**src/rtl/sprite_scheduler_pkg.sv**
```systemverilog
// Shared constants, codes and pipeline types for the ROJO Bot sprite scheduler.
// Imported by the window helper and the scheduler top.
package sprite_scheduler_pkg;

    localparam logic [11:0] TRANSPARENT = 12'h000;
    localparam int          SPR_SIZE    = 128;
    localparam int          HERO_COL0   = 448;
    localparam int          HERO_ROW0   = 320;

    localparam int SCREEN_W = 1024;
    localparam int SCREEN_H = 768;

    localparam logic [0:0] WAIT_FRAME = 1'b0;
    localparam logic [0:0] ACTIVE     = 1'b1;

    typedef enum logic [2:0] {
        BACK  = 3'b000,
        RIGHT = 3'b010,
        FRONT = 3'b100,
        LEFT  = 3'b110
    } orient_e;

    typedef enum logic [1:0] {
        DIRT     = 2'd0,
        DIRT_ALT = 2'd1,
        WALL     = 2'd2,
        GRASS    = 2'd3
    } world_e;

    typedef enum logic [1:0] {
        VIEW_FRONT,
        VIEW_BACK,
        VIEW_LEFT,
        VIEW_RIGHT
    } hero_view_e;

    typedef struct packed {
        logic       valid;
        hero_view_e view;
    } hero_sel_t;

    // Side-band travelling alongside the ROM read so it lines up with the data.
    typedef struct packed {
        logic      run;
        logic      video_on;
        world_e    world;
        logic      hero_hit;
        logic      mon_hit;
        hero_sel_t orient;
    } side_t;

    function automatic hero_sel_t decode_orient(input logic [2:0] code);
        hero_sel_t sel;
        sel.valid = 1'b1;
        sel.view  = VIEW_FRONT;
        case (code)
            FRONT:   sel.view  = VIEW_FRONT;
            BACK:    sel.view  = VIEW_BACK;
            LEFT:    sel.view  = VIEW_LEFT;
            RIGHT:   sel.view  = VIEW_RIGHT;
            default: sel.valid = 1'b0;
        endcase
        return sel;
    endfunction

endpackage

```
**src/rtl/sprite_window.sv**
```systemverilog
// Box hit test and sprite-local address for one sprite placed at a signed origin.
// Off-screen origins clip naturally because the test is done in signed arithmetic.
module sprite_window
    import sprite_scheduler_pkg::*;
#(
    parameter int SIZE = SPR_SIZE,
    parameter int LW   = $clog2(SIZE),
    parameter int AW   = 2 * LW
) (
    input  logic signed [13:0] origin_col,
    input  logic signed [13:0] origin_row,
    input  logic        [10:0] col,
    input  logic        [10:0] row,
    output logic               hit,
    output logic [AW-1:0]      addr
);

    localparam logic signed [14:0] SIZE_S = 15'(SIZE);

    logic signed [14:0] dc;
    logic signed [14:0] dr;

    assign dc = $signed({4'b0000, col}) - $signed({origin_col[13], origin_col});
    assign dr = $signed({4'b0000, row}) - $signed({origin_row[13], origin_row});

    assign hit  = !dc[14] && (dc < SIZE_S) && !dr[14] && (dr < SIZE_S);
    assign addr = {dr[LW-1:0], dc[LW-1:0]};

endmodule

```
**src/rtl/sprite_scheduler.sv**
```systemverilog
// Per-pixel sprite/background sequencer: frame-latched positions, ROM addressing,
// and hero > monster > background priority with a fixed 3-cycle latency.
module sprite_scheduler
    import sprite_scheduler_pkg::*;
(
    input  logic        clk,
    input  logic        reset_n,
    input  logic        video_on,
    input  logic [10:0] pixel_row,
    input  logic [10:0] pixel_column,
    input  logic [1:0]  world_code,
    input  logic [11:0] LocX,
    input  logic [11:0] LocY,
    input  logic [11:0] LocX_mon,
    input  logic [11:0] LocY_mon,
    input  logic [2:0]  Botinfo,
    output logic [13:0] hero_addr,
    output logic [13:0] mon_addr,
    output logic [15:0] bg_addr,
    input  logic [11:0] hero_front,
    input  logic [11:0] hero_back,
    input  logic [11:0] hero_left,
    input  logic [11:0] hero_right,
    input  logic [11:0] mon_dout,
    input  logic [11:0] dirt_dout,
    input  logic [11:0] wall_dout,
    input  logic [11:0] grass_dout,
    output logic [11:0] pixel_out,
    output logic        pixel_valid
);

    localparam logic signed [13:0] HERO_COL0_S = 14'(HERO_COL0);
    localparam logic signed [13:0] HERO_ROW0_S = 14'(HERO_ROW0);

    logic [0:0]  state;
    logic        frame_start;
    logic        run;
    logic [11:0] lat_x, lat_y, lat_mx, lat_my;
    logic [2:0]  lat_bot;
    logic [11:0] eff_x, eff_y, eff_mx, eff_my;
    logic [2:0]  eff_bot;
    logic signed [12:0] dx, dy;
    logic signed [13:0] mc0, mr0;
    logic        hero_hit, mon_hit;
    logic [13:0] hero_local, mon_local;
    logic [15:0] bg_next;
    side_t       s1, s2;
    logic [11:0] hero_data, bg_data, pix_next;

    assign frame_start = (pixel_row == 11'd0) && (pixel_column == 11'd0);
    assign run         = (state == ACTIVE) || frame_start;

    // The frame-start pixel itself must already see the positions captured with it.
    assign eff_x   = frame_start ? LocX     : lat_x;
    assign eff_y   = frame_start ? LocY     : lat_y;
    assign eff_mx  = frame_start ? LocX_mon : lat_mx;
    assign eff_my  = frame_start ? LocY_mon : lat_my;
    assign eff_bot = frame_start ? Botinfo  : lat_bot;

    // NOTE: sequential state is written with <= so every flop samples pre-edge values.
    always_ff @(posedge clk or negedge reset_n) begin
        if (!reset_n) begin
            state <= WAIT_FRAME;
        end else if (frame_start) begin
            state <= ACTIVE;
        end
    end

    always_ff @(posedge clk or negedge reset_n) begin
        if (!reset_n) begin
            lat_x   <= '0;
            lat_y   <= '0;
            lat_mx  <= '0;
            lat_my  <= '0;
            lat_bot <= '0;
        end else if (frame_start) begin
            lat_x   <= LocX;
            lat_y   <= LocY;
            lat_mx  <= LocX_mon;
            lat_my  <= LocY_mon;
            lat_bot <= Botinfo;
        end
    end

    // The 13-bit difference is widened by one bit so the origin cannot wrap on-screen.
    assign dx  = $signed({1'b0, eff_mx}) - $signed({1'b0, eff_x});
    assign dy  = $signed({1'b0, eff_my}) - $signed({1'b0, eff_y});
    assign mc0 = HERO_COL0_S + {dx[12], dx};
    assign mr0 = HERO_ROW0_S + {dy[12], dy};

    sprite_window #(.SIZE(SPR_SIZE)) u_hero_win (
        .origin_col (HERO_COL0_S),
        .origin_row (HERO_ROW0_S),
        .col        (pixel_column),
        .row        (pixel_row),
        .hit        (hero_hit),
        .addr       (hero_local)
    );

    sprite_window #(.SIZE(SPR_SIZE)) u_mon_win (
        .origin_col (mc0),
        .origin_row (mr0),
        .col        (pixel_column),
        .row        (pixel_row),
        .hit        (mon_hit),
        .addr       (mon_local)
    );

    assign bg_next = 16'({pixel_row[10:1], 9'd0} + {9'd0, pixel_column[10:1]});

    always_ff @(posedge clk or negedge reset_n) begin
        if (!reset_n) begin
            hero_addr <= '0;
            mon_addr  <= '0;
            bg_addr   <= '0;
            s1        <= '0;
        end else begin
            s1.run      <= run;
            s1.video_on <= video_on;
            s1.world    <= world_e'(world_code);
            s1.hero_hit <= hero_hit;
            s1.mon_hit  <= mon_hit;
            s1.orient   <= decode_orient(eff_bot);
            if (run) begin
                bg_addr <= bg_next;
                if (hero_hit) hero_addr <= hero_local;
                if (mon_hit)  mon_addr  <= mon_local;
            end
        end
    end

    always_ff @(posedge clk or negedge reset_n) begin
        if (!reset_n) begin
            s2 <= '0;
        end else begin
            s2 <= s1;
        end
    end

    // NOTE: each combinational output gets a default first so no latch is inferred.
    always_comb begin
        hero_data = hero_front;
        unique case (s2.orient.view)
            VIEW_FRONT: hero_data = hero_front;
            VIEW_BACK:  hero_data = hero_back;
            VIEW_LEFT:  hero_data = hero_left;
            VIEW_RIGHT: hero_data = hero_right;
        endcase
    end

    always_comb begin
        bg_data = dirt_dout;
        if (s2.world == WALL) begin
            bg_data = wall_dout;
        end else if (s2.world == GRASS) begin
            bg_data = grass_dout;
        end
    end

    always_comb begin
        pix_next = bg_data;
        if (!(s2.run && s2.video_on)) begin
            pix_next = '0;
        end else if (s2.hero_hit && s2.orient.valid && hero_data != TRANSPARENT) begin
            pix_next = hero_data;
        end else if (s2.mon_hit && mon_dout != TRANSPARENT) begin
            pix_next = mon_dout;
        end
    end

    always_ff @(posedge clk or negedge reset_n) begin
        if (!reset_n) begin
            pixel_out   <= '0;
            pixel_valid <= 1'b0;
        end else begin
            pixel_out   <= pix_next;
            pixel_valid <= s2.run && s2.video_on;
        end
    end

endmodule

```
**config.mk**
```make
export PLATFORM = sky130hd
export DESIGN_NAME = sprite_scheduler
export DESIGN_NICKNAME = d
export VERILOG_FILES = /design/src/rtl/sprite_scheduler_pkg.sv /design/src/rtl/sprite_window.sv /design/src/rtl/sprite_scheduler.sv
export SDC_FILE = /design/constraint.sdc
export NUM_CORES = 1
export LEC_CHECK = 0
export ABC_AREA = 1
export CAP_MARGIN = 20
export CORE_MARGIN = 10
export CORE_UTILIZATION = 46
export DETAILED_ROUTE_END_ITERATION = 7
export HOLD_SLACK_MARGIN = 0.12
export PLACE_DENSITY = 0.76
export SLEW_MARGIN = 25
export SYNTH_ARGS = -nofsm -noshare
export SYNTH_HDL_FRONTEND = slang
export SYNTH_SLANG_ARGS = --single-unit
```
**constraint.sdc**
```tcl
create_clock -name clk -period 8.1 [get_ports clk]
set_input_delay 0.81 -clock clk [delete_from_list [all_inputs] [get_ports clk]]
set_output_delay 0.81 -clock clk [all_outputs]
set_load 0.02 [all_outputs]
```
* Word-level counts from Yosys, hierarchy flattened
Index checks and enable logic that the tools add are counted.
Operators by class: $add $sub $neg 9, $lt $le $gt $ge 4, eq/ne operators 8, multiplexer cells 13, reductions and logical operators 25
Operator list (number):
- 2-to-1 mux 12 bit | 9
- < comparator 15 x 9 -> 1 bit, second input constant | 4
- case mux 12 bit (4 select lines) | 1
- subtractor 12 x 14 -> 15 bit | 2
- adder 10 x 13 -> 14 bit, first input constant | 2
- subtractor 12 x 12 -> 13 bit | 2
- nonzero test 12 bit | 2
- subtractor 11 x 9 -> 12 bit, second input constant | 2
- logical NOT 11 bit | 2
- adder 16 x 10 -> 16 bit | 1
- logical AND 1 bit | 11
- == test 2 bit, second input constant | 4
- == test 3 bit, second input constant | 2
- case mux 2 bit (3 select lines) | 1
- logical NOT 1 bit | 4
- AND reduction 2 bit | 2
- OR reduction 4 bit | 1
- == test 3 x 2 -> 1 bit, second input constant | 1
- logical NOT 3 bit | 1
- 2-to-1 mux 3 bit | 1
- == test 2 x 1 -> 1 bit, second input constant | 1
- logical NOT 2 bit | 1
- logical OR 1 bit | 1
- 2-to-1 mux 1 bit | 1
Word-level totals: bits in registers 127, logic and storage cells 84

* Depth between registers and ports, before layout
Gate-level depths: netlist of the first run.
depth in word-level cells 11, gate-level depth with buffers 38

* Hierarchy
From an unflattened synthesis of the first run, not the netlist that was laid out.
Second synthesis, totals: cells, all modules 1531, area total of the unflattened synthesis 10527.6 µm²
By module, submodules not included:
- sprite_scheduler | times used 1, cells an instance 889, area each 7267.0 µm², seq. area each 3178.0 µm²
- sprite_window | times used 2, cells an instance 321, area each 1630.3 µm², seq. area each 0.0 µm²

* Worst setup path before layout of the first run
OpenSTA, ideal clock, no wires.
kind input-to-reg, from input port pixel_column[6], to register mon_addr[10], setup time 117 ps, data arrival time 5037 ps, slack 2946 ps, cell stages on the path 34, path buffers 3, cells stage by stage inv_1 ha_1 nand2_1 nor3_1 nand3_2 inv_2 buf_2 clkbuf_1 nand2_1 nand2_1 ha_1 a21oi_1 nand2_1 a21boi_0 o21ai_0 a31oi_1 xor2_1 inv_1 ha_1 inv_1 ha_1 nand2_1 nor2_1 and2_1 nand2_1 nand3_1 nand2_1 nor2_2 nand2_1 nor2_4 nand4_4 buf_6 nand2_1 nand2_1
Between the ends: word-level cells in the longest chain between the ends 11, elaborated cells on any way between the ends 21, those cells by class add/sub (6); order compare (2); mux (4); reduce/logical (9)
RTL lines:
- from (decl) | RTL line sprite_scheduler.sv:10 | input logic [10:0] pixel_column,
- logical NOT 11 bit (*) | RTL line sprite_scheduler.sv:50 | assign frame_start = (pixel_row == 11'd0) && (pixel_column == 11'd0);
- logical AND 1 bit (*) | RTL line sprite_scheduler.sv:50
- 2-to-1 mux 12 bit (*)
- net eff_mx[2] | RTL line sprite_scheduler.sv:40 | logic [11:0] eff_x, eff_y, eff_mx, eff_my;
- subtractor 12 x 12 -> 13 bit (*) | RTL line sprite_scheduler.sv:86 | assign dx = $signed({1'b0, eff_mx}) - $signed({1'b0, eff_x});
- adder 10 x 13 -> 14 bit (*) | RTL line sprite_scheduler.sv:88 | assign mc0 = HERO_COL0_S + {dx[12], dx};
- subtractor 12 x 14 -> 15 bit (*) | RTL line sprite_window.sv:23 | assign dc = $signed({4'b0000, col}) - $signed({origin_col[13], origin_col});
- < comparator 15 x 9 -> 1 bit / logical NOT 1 bit (equally long branches) | RTL line sprite_window.sv:26 | assign hit = !dc[14] && (dc < SIZE_S) && !dr[14] && (dr < SIZE_S);
- logical AND 1 bit (*) (3 in series) | RTL line sprite_window.sv:26
- AND reduction 2 bit (no line) (*)
- to (signal assigned) | RTL line sprite_scheduler.sv:127 | if (mon_hit) mon_addr <= mon_local;
- to (decl) | RTL line sprite_scheduler.sv:18 | output logic [13:0] mon_addr,
The timed path passes the listed nets; every way through them passes the cells marked *. A chain may end at the register's enable or synchronous reset.

* Worst setup path after layout of the first run
from input port pixel_row[6], to register mon_addr[11]
Between the ends: elaborated cells on any way between the ends 21, those cells by class add/sub (6); order compare (2); mux (4); reduce/logical (9)
RTL lines:
- from (decl) | RTL line sprite_scheduler.sv:9 | input logic [10:0] pixel_row,
- logical NOT 11 bit (*) | RTL line sprite_scheduler.sv:50
- logical AND 1 bit (*) | RTL line sprite_scheduler.sv:50
- 2-to-1 mux 12 bit (*)
- net eff_y[2] | RTL line sprite_scheduler.sv:40
- subtractor 12 x 12 -> 13 bit (*) | RTL line sprite_scheduler.sv:87 | assign dy = $signed({1'b0, eff_my}) - $signed({1'b0, eff_y});
- adder 10 x 13 -> 14 bit (*) | RTL line sprite_scheduler.sv:89 | assign mr0 = HERO_ROW0_S + {dy[12], dy};
- subtractor 12 x 14 -> 15 bit (*) | RTL line sprite_window.sv:24 | assign dr = $signed({4'b0000, row}) - $signed({origin_row[13], origin_row});
- branches (longest 4 deep; another with < comparator 15 x 9 -> 1 bit)
Mark *: on every way through the listed nets, which the timed path passes.

==> results of run 1 <==
## kinds of logic after synthesis
family / synth area share (%)
AND/OR/NAND/NOR: 28.0
multiplexers: 1.02
XOR/XNOR: 3.18
flip-flops: 36.0
AO/OA/AOI/OAI: 10.1
adder cells (fa/ha/maj): 11.7
buffers and inverters: 10.0
## per-layer routing
metal,up-vias,global-route usage [%],wire (µm)
li1,4296,-,-
met1,3925,25.6,11700
met2,266,37.9,13400
met3,47,6.48,2140
met4,0,9.44,931
met5,-,0,0
## how the worst max path moves through the flow
stage                               to  slack [ns]  cells after the start       startpoint
after floorplan           mon_addr[10]        2.95                     34  pixel_column[6]
after global placement     mon_addr[4]        1.44                     33     pixel_row[6]
after detailed placement  mon_addr[11]        1.31                     32     pixel_row[6]
after CTS                 mon_addr[11]        1.76                     32     pixel_row[6]
after global routing       mon_addr[3]        1.11                     31     pixel_row[6]
final                     mon_addr[11]        1.76                     32     pixel_row[6]
## area by class of cell
cell class / instances / area (µm²)
Fill cell: 1712 / 6940
Clock inverter: 15 / 150
Tap cell: 234 / 293
Clock buffer: 17 / 425
Timing Repair Buffer: 233 / 2330
Inverter: 185 / 694
Multi-Input combinational cell: 862 / 4760
Sequential cell: 127 / 3180
## flip-flops by register name (all words and copies together) (netlist names), named ones only
register	count
s1	9
mon_addr	14
state	1
pixel_out	12
lat_mx	12
bg_addr	16
hero_addr	14
lat_y	12
lat_x	11
lat_my	12
pixel_valid	1
s2	9
lat_bot	3
## power breakdown
part           total, mW  switching (mW)  internal, mW
Combinational      0.255           0.128         0.127
Clock              0.754           0.322         0.432
Sequential         0.637         0.00144         0.636
Total               1.65           0.452          1.19
## placed cells by master, fill, tap and decap left out, types with 8 or more instances in the layout
| cell | Yosys | routed |
|---|---|---|
| o21a_1 | 9 | 9 |
| nor2_1 | 85 | 85 |
| clkdlybuf4s50_1 | 0 | 229 |
| dfrtp_1 | 127 | 127 |
| nand2_1 | 366 | 366 |
| inv_1 | 179 | 179 |
| nor3_1 | 8 | 8 |
| o21ai_1 | 37 | 37 |
| nand3_1 | 48 | 48 |
| o21ai_0 | 42 | 42 |
| a21oi_1 | 53 | 53 |
| ha_1 | 76 | 76 |
| xor2_1 | 21 | 21 |
| nand4_1 | 30 | 30 |
| clkbuf_16 | 0 | 17 |
| xnor2_1 | 11 | 11 |
| mux2_2 | 8 | 8 |
| o22ai_1 | 12 | 12 |
## per-stage QoR
stage	hold slack (ns)	cell area (µm²)	util, %
5_1_grt	0.355	11800	63.0
3_5_place_dp	0.335	11200	59.9
2_1_floorplan	0.331	8820	-
6_report	0.348	11800	63.0
4_1_cts	0.348	11800	63.0
3_3_place_gp	0.331	11200	59.9
==> flow_summary.ini, run 1 <==
[placed_design]
place_hpwl_um = 22400
io_buffers = 230
dp_cells = 1641
place_congestion = 0.935
post-place-ws_ns = 1.31

[timing]
layout_setup_ws_ns = 1.76
final_hold_viol_count = 0
fin_setup_tns_ns = 0
setup_viol = 0
fin_skew_ns = 0.00763
worstMarginPinSlew_ns = 0.783
post-route-min-period_ns = 6.34
max_slew_margin_pct = 47.8
rsz0062_at_grt = false
drv_slew = 0
period_share_pct = 78.3
max_clock_freq_ghz = 0.158

[power_and_ir_drop]
power.density_nw_per_um2 = 139
peakVddDrop_v = 0.000140
p_leak_nw = 6.20
power_mw = 1.65

[logic_synthesis]
ys_ff_latch = 127
synth_edf_count = 0
async_flop_share_pct = 100
synth_area_um2 = 8820
ys_types = 42
synth_warnings = 0
syn_nets = 1461
synth.top_cell.area_share_pct = 36.0
yosys.area.top_type = dfrtp_1
synthMostInstantiatedCell = nand2_1
synthFlopType = dfrtp_1
synth_common_cells = nand2_1, inv_1, dfrtp_1
syn_area_per_cell_um2 = 7.31
ys_top_cells_by_area = dfrtp_1, nand2_1, ha_1
synth_seq_area_share_pct = 36.0
syn_inst = 1207

[global_routing]
gr-total-overflow = 0
grt_max_degree = 79
grtUsageTotal_pct = 22.3
antenna_found_initial = 0
grt_pass1_vias = 8856
grt_pass1_wl_um = 44100

[drt]
drcViolationCount = 0
drt.antenna.violating_nets = 0
viasPerCell = 5.10
drtPass1Iterations = 5
vias = 8534
first_iter_violations = 584
wl_per_cell_um = 16.8
routed_wl_um = 28100

[critical_path]
startpoint_type = input pin
critPathBufInv = 7
crit_slowest_cell = inv_2
crit_path_end_kind = register
path_max_fanout = 50
max_stage_delay_ns = 0.60
critPathRequiredTime_ns = 8.41
crit_type = in2reg
path_common_cell = nand2_1
crit_family = simple AND/OR/NAND/NOR gates
rrSetupSlack_ns = 3.78
rr_endpoint = mon_addr[11]
r2r_start = lat_y[2]
arrival_ns = 6.66
rr_worst_depth = 25

[die]
start_util_pct = 47.0
die-area_um2 = 25100
die_w_um = 159
die_h_um = 159
io_pins = 231
rows = 50
coreArea_um2 = 18800

[clock_network]
cts_setup_buffers = 0
cts_buffer_depth = 2
ctsHtreeMaxLevel = 4
cts_tree = done
cts_resized = 0
ctsHoldBuffers = 0
cts_root_buf = clkbuf_16
cts_made_buffers = 17
clock_latency_ns = 0.42
cts_sinks = 127
clk_pin_slew_ns = 0.06

[min_path]
hp-start = s1[6]
worstHoldPathCells = 0
hold_path_end = s2[6]
holdCritPathClass = reg2reg

[status]
status = finished, final reports clean

[final_layout]
final_cells = 1673
drive_above_1_share_pct = 5.28
num_antenna_cells = 0
final_nets = 1680
area_growth_pct = 34.0

[run]
max_cap_violations = 0
No activity file was read; power rests on OpenSTA's default activity.
==> inputs of run 2 (changes only) <==
Settings changed: CORE_UTILIZATION 46 to 45, PLACE_DENSITY 0.76 to 0.78.
Clock period 8.1 ns to 5.8 ns, I/O delays scaled along.
==> run 2 against run 1 <==
  * Count of clock-buffer cells in the layout grew 2
  * Non-clock buffer count grew 16
  * Combinational power grew 44%
  * Worst hold slack lost 0.16 ns
  * Sequential power grew 40%
  * Via count grew 2.0%
  * Register-to-register slack lost 2.1 ns
  * Highest routed layer unchanged
  * Utilization shrank 0.57 points
  * First-iteration DRC count grew 9.6%
  * Clock power grew 53%
==> flow_summary.ini, run 2 (synthesized netlist as in run 1, its figures left out) <==
[final_layout]
final_nets = 1697
final_common_cell = nand2_1
final_cells = 1721
n_fill_cell = 1720
area_growth_pct = 37.3
drive_above_1_share_pct = 6.53
layout_common_cells = nand2_1, clkdlybuf4s50_1, inv_1
reg_top3 = bg_addr x16, hero_addr x14, mon_addr x14
largest-register = bg_addr
final_cell_area_um2 = 12100
largest_reg_flops = 16

[die]
die-area_um2 = 25600
die_h_um = 160
io_pins = 231
rows = 51
start_util_pct = 45.5
coreArea_um2 = 19400
die_w_um = 160

[timing]
max_clock_freq_ghz = 0.189
final_hold_viol_count = 0
setup_viol = 0
drv_slew = 0
max_slew_margin_pct = 26.2
worstMarginPinSlew_ns = 1.11
layout_setup_ws_ns = 0.499
period_share_pct = 91.4
rsz0062_at_grt = false
fin_skew_ns = 0.00863
post-route-min-period_ns = 5.30

[min_path]
holdCritPathClass = in2async

[clock_network]
ctsHtreeMaxLevel = 4
cts_buffer_depth = 2
cts_sinks = 127
ctsHoldBuffers = 0
clk_pin_slew_ns = 0.06
cts_root_buf = clkbuf_16
cts_made_buffers = 17
cts_tree = done
clock_latency_ns = 0.42

[global_routing]
grt_pass1_wl_um = 45400
grt_max_degree = 77
grtUsageTotal_pct = 21.9
antenna_found_initial = 1
grt_pass1_vias = 8771
gr-total-overflow = 0

[placed_design]
dp_cells = 1687
post-place-ws_ns = -0.0167
io_buffers = 230
place_hpwl_um = 22600
place_congestion = 0.980
dpl_cell_area_um2 = 11400

[drt]
first_iter_violations = 640
vias = 8707
wl_per_cell_um = 16.5
drtPass1Iterations = 5
drcViolationCount = 0
viasPerCell = 5.06
drt.antenna.violating_nets = 0
routed_wl_um = 28300

[critical_path]
path_common_cell = nand2_1
max_stage_delay_ns = 0.42
critPathRequiredTime_ns = 6.16
rr_worst_depth = 26
crit_type = in2reg
rr_endpoint = mon_addr[4]
crit_path_end_kind = register
rrSetupSlack_ns = 1.73
arrival_ns = 5.66
startpoint_type = input pin
crit_slowest_cell = clkdlybuf4s50_1
r2r_start = lat_mx[0]
path_max_fanout = 17

[power_and_ir_drop]
power.density_nw_per_um2 = 199
p_leak_nw = 6.33
peakVddDrop_v = 0.000208

[run]
max_cap_violations = 0

[status]
status = finished, final reports clean
-- run 2: cell count changes in the layout (fill, tap and decap cells not counted), sizes merged --
cell	previous run	this run
nand4	31	32
diode	0	1
buf	4	20
clkinv	3	4
clkbuf	17	19
inv	193	186
bufinv	1	4
-- run 2: layer usage --
metal	global-route usage, %	wire [µm]
met5	0	0
met4	6.89	569
met3	5.17	1720
met2	37.8	13700
met1	26.5	12400
-- run 2: metrics by stage --
step	total power [mW]	util (%)	hold WS (ns)	TNS, ns
after floorplan	1.07	-	0.284	0
after global placement	1.26	58.9	0.331	0
after detailed placement	1.27	58.9	0.335	-0.0517
after CTS	2.42	62.1	0.202	0
after global routing	2.50	62.4	0.238	0
final	2.41	62.5	0.191	0
-- run 2: power breakdown --
part,switching (mW),internal (mW)
combinational,0.185,0.183
sequential,0.00206,0.889
clock,0.418,0.731
-- run 2: timing repair --
| action | in CTS | in global routing |
|---|---|---|
| resized for setup | 0 | 7 |
| setup buffers | 0 | 1 |
| endpoints found under the hold margin | 0 | 0 |
| endpoints found under the setup margin | 0 | 14 |
-- run 2: how the worst max path moves through the flow --
stage                          startpoint  depth (start not counted)  slack [ns]      endpoint
after floorplan           pixel_column[6]                         34        0.88  mon_addr[10]
after global placement    pixel_column[7]                         33        0.16  mon_addr[10]
after detailed placement  pixel_column[7]                         34       -0.02   mon_addr[8]
after CTS                 pixel_column[7]                         34        0.41   mon_addr[8]
after global routing      pixel_column[7]                         34        0.04   mon_addr[7]
final                     pixel_column[7]                         34        0.50   mon_addr[3]
-- run 2: cell type report --
class	count	area, µm²	area share [%]
Timing Repair Buffer	249	2480	20.5
Multi-Input combinational cell	863	4800	39.6
Clock inverter	12	186	1.54
Antenna cell	1	2.50	0.0207
Sequential cell	127	3180	26.2
Inverter	185	694	5.73
Tap cell	265	332	2.74
Clock buffer	19	443	3.66
-- run 2: critical path, delay by kind of cell --
family	cells	cell delay, ns
AOI/OAI and AO/OA	4	0.56
xor gates and xnor gates	1	0.16
adders and majority gates	4	1.16
buffers and inverters	8	1.30
and+or+nand+nor	17	1.88
==> inputs of run 3 (changes only) <==
Settings changed: ABC_AREA 1 to 0, CORE_UTILIZATION 45 to 44.
==> run 3 against run 2 <==
  * The flow now finishes with violations (setup timing)
  * Combinational power is 2% higher
  * Die area is 7.3% lower
  * Utilization is 9.9 points higher
  * Worst hold slack worse by 0.050 ns
  * Global-route usage hardly changed
  * Synthesized area is 10% lower
  * Sequential cell count stayed put
  * Via count is 19% lower
  * Clock power is 6% higher
  * Total power is 3.3% higher
  * Critical endpoint is now mon_addr[8]
  * Largest power group unchanged
==> flow_summary.ini, run 3 <==
[status]
status = finished with violations
violations = setup timing

[critical_path]
r2r_start = lat_my[0]
rr_worst_depth = 22
path_common_cell = a21oi_2
rr_endpoint = mon_addr[8]
critPathRequiredTime_ns = 6.10
max_stage_delay_ns = 0.59
arrival_ns = 6.13
startpoint_type = input pin
critPathBufInv = 6
crit_type = in2reg
rrSetupSlack_ns = 0.74
crit_path_end_kind = register
path_max_fanout = 7
crit_slowest_cell = or4b_4
crit_family = compound AO/OA/AOI/OAI gates

[die]
start_util_pct = 45.3
die_h_um = 154
die-area_um2 = 23700
rows = 48
io_pins = 231
die_w_um = 154
coreArea_um2 = 17500

[timing]
fin_hold_ws_ns = 0.141
post-route-min-period_ns = 5.83
setup_viol = 5
drv_slew = 0
layout_setup_ws_ns = -0.0258
final_hold_viol_count = 0
max_slew_margin_pct = 46.1
worstMarginPinSlew_ns = 0.808
fin_skew_ns = 0.00819
period_share_pct = 100
max_clock_freq_ghz = 0.172
rsz0062_at_grt = true

[clock_network]
ctsHoldBuffers = 0
clock_latency_ns = 0.42
cts_buffer_depth = 2
ctsHtreeMaxLevel = 4
cts_sinks = 127
clk_pin_slew_ns = 0.06
cts_tree = done
cts_root_buf = clkbuf_16
cts_made_buffers = 17

[final_layout]
area_growth_pct = 59.9
n_fill_cell = 1230
final_common_cell = clkdlybuf4s50_1
largest-register = bg_addr
num_antenna_cells = 0
reg_top3 = bg_addr x16, hero_addr x14, mon_addr x14
drive_above_1_share_pct = 30.6
fin_util_pct = 72.4
largest_reg_flops = 16
final_nets = 1358
layout_common_cells = clkdlybuf4s50_1, buf_4, dfrtp_1
final_cells = 1342

[logic_synthesis]
yosys.area.top_type = dfrtp_1
ys_ff_latch = 127
synthXorXnorAreaFrac_pct = 4.54
syn_nets = 985
syn_inst = 731
synth_edf_count = 0
synth-compound-area-share_pct = 10.3
synth_seq_area_share_pct = 40.2
syn_area_per_cell_um2 = 10.8
synth.top_cell.area_share_pct = 40.2
ys_types = 59
synth_top_family_by_area = multiplexers
synthMostInstantiatedCell = dfrtp_1
synthFlopType = dfrtp_1
synthSimpleGateAreaFrac_pct = 9.62
synth_warnings = 0
synth_fa_ha_area_share_pct = 13.0
synth_area_um2 = 7910
synthMuxAreaShare_pct = 17.4
ys_top_cells_by_area = dfrtp_1, ha_1, mux2_2
async_flop_share_pct = 100
synth_common_cells = dfrtp_1, inv_1, ha_1

[global_routing]
grt_max_degree = 66
gr-total-overflow = 0
grtUsageTotal_pct = 22.0
grt_pass1_wl_um = 41500
antenna_found_initial = 0
grt_pass1_vias = 7673

[power_and_ir_drop]
peakVddDrop_v = 0.000203
power.density_nw_per_um2 = 197
p_leak_nw = 6.00

[drt]
drt.antenna.violating_nets = 0
first_iter_violations = 227
wl_per_cell_um = 19.8
drtPass1Iterations = 4
vias = 7037
drcViolationCount = 0
viasPerCell = 5.24
routed_wl_um = 26500

[placed_design]
place_congestion = 0.897
dp_cells = 1288
io_buffers = 230
place_hpwl_um = 20400

[min_path]
holdCritPathClass = in2async

[run]
max_cap_violations = 0
[run 3: changes by cell type after synthesis, moves of 19 or more]
cell      previous run  this run
a211oi_1             2        22
inv_1              179        77
mux2_2               8        57
mux2i_1              0        39
nand2_1            366        22
nand3_1             48        10
nand4_1             30         3
nor2_1              85        39
o21ai_0             42        19
o21ai_1             37         0
xnor2_1             11        30
[run 3: worst max path at each step]
stage               slack, ns  cells past startpoint            to    startpoint
floorplan               -0.12                     29  mon_addr[10]  pixel_row[6]
global placement        -0.75                     29   mon_addr[8]  pixel_row[6]
detailed placement      -0.86                     29   mon_addr[6]  pixel_row[6]
CTS                     -0.18                     30  mon_addr[12]  pixel_row[6]
global route            -0.18                     30  mon_addr[11]  pixel_row[7]
finish                  -0.03                     28   mon_addr[8]  pixel_row[3]
[run 3: cell type report]
| type | count | area (µm²) | share of cell area (%) |
|---|---|---|---|
| Clock buffer | 19 | 433 | 3.42 |
| Sequential cell | 127 | 3180 | 25.1 |
| Multi-Input combinational cell | 506 | 4780 | 37.8 |
| Clock inverter | 13 | 235 | 1.86 |
| Inverter | 77 | 320 | 2.53 |
| Tap cell | 225 | 282 | 2.23 |
| Timing Repair Buffer | 375 | 3430 | 27.1 |
[run 3: layer usage]
metal  part of all wire, %  wire length, µm  track usage (%)
met1                    39            10300             23.3
met2                    51            13400             38.4
met3                   7.3             1940             8.06
met4                   3.2              853             9.18
met5                     0                0                0
[run 3: what timing repair did]
item	in CTS	in global routing
hold endpoints to repair	0	0
pin swaps	29	44
cloned	1	1
setup buffers	13	9
resized for setup	77	77
setup endpoints to repair	15	15
[run 3: power by group]
| group | internal (mW) | switching [mW] |
|---|---|---|
| sequential | 0.889 | 0.00508 |
| clock | 0.809 | 0.411 |
| combinational | 0.217 | 0.158 |
[run 3: per-stage QoR]
step           setup WS, ns  area [µm²]  TNS (ns)  total power, mW
6_report            -0.0258       12700    -0.115             2.49
2_1_floorplan        -0.118        8070    -0.589             1.03
5_1_grt              -0.179       12700     -1.78             2.58
3_5_place_dp         -0.860       11500    -11.61             1.26
3_3_place_gp         -0.750       11500    -10.14             1.25
4_1_cts              -0.179       12400     -1.72             2.49
[run 3: kinds of logic (layout without fill, tap and decap cells)]
logic type | Yosys count | after routing
flip-flops | 127 | 127
multiplexers | 113 | 113
AND/OR/NAND/NOR | 148 | 148
buffers and inverters | 98 | 484
XOR/XNOR | 41 | 41
adder cells (fa/ha/maj) | 80 | 80
AO/OA/AOI/OAI | 124 | 124
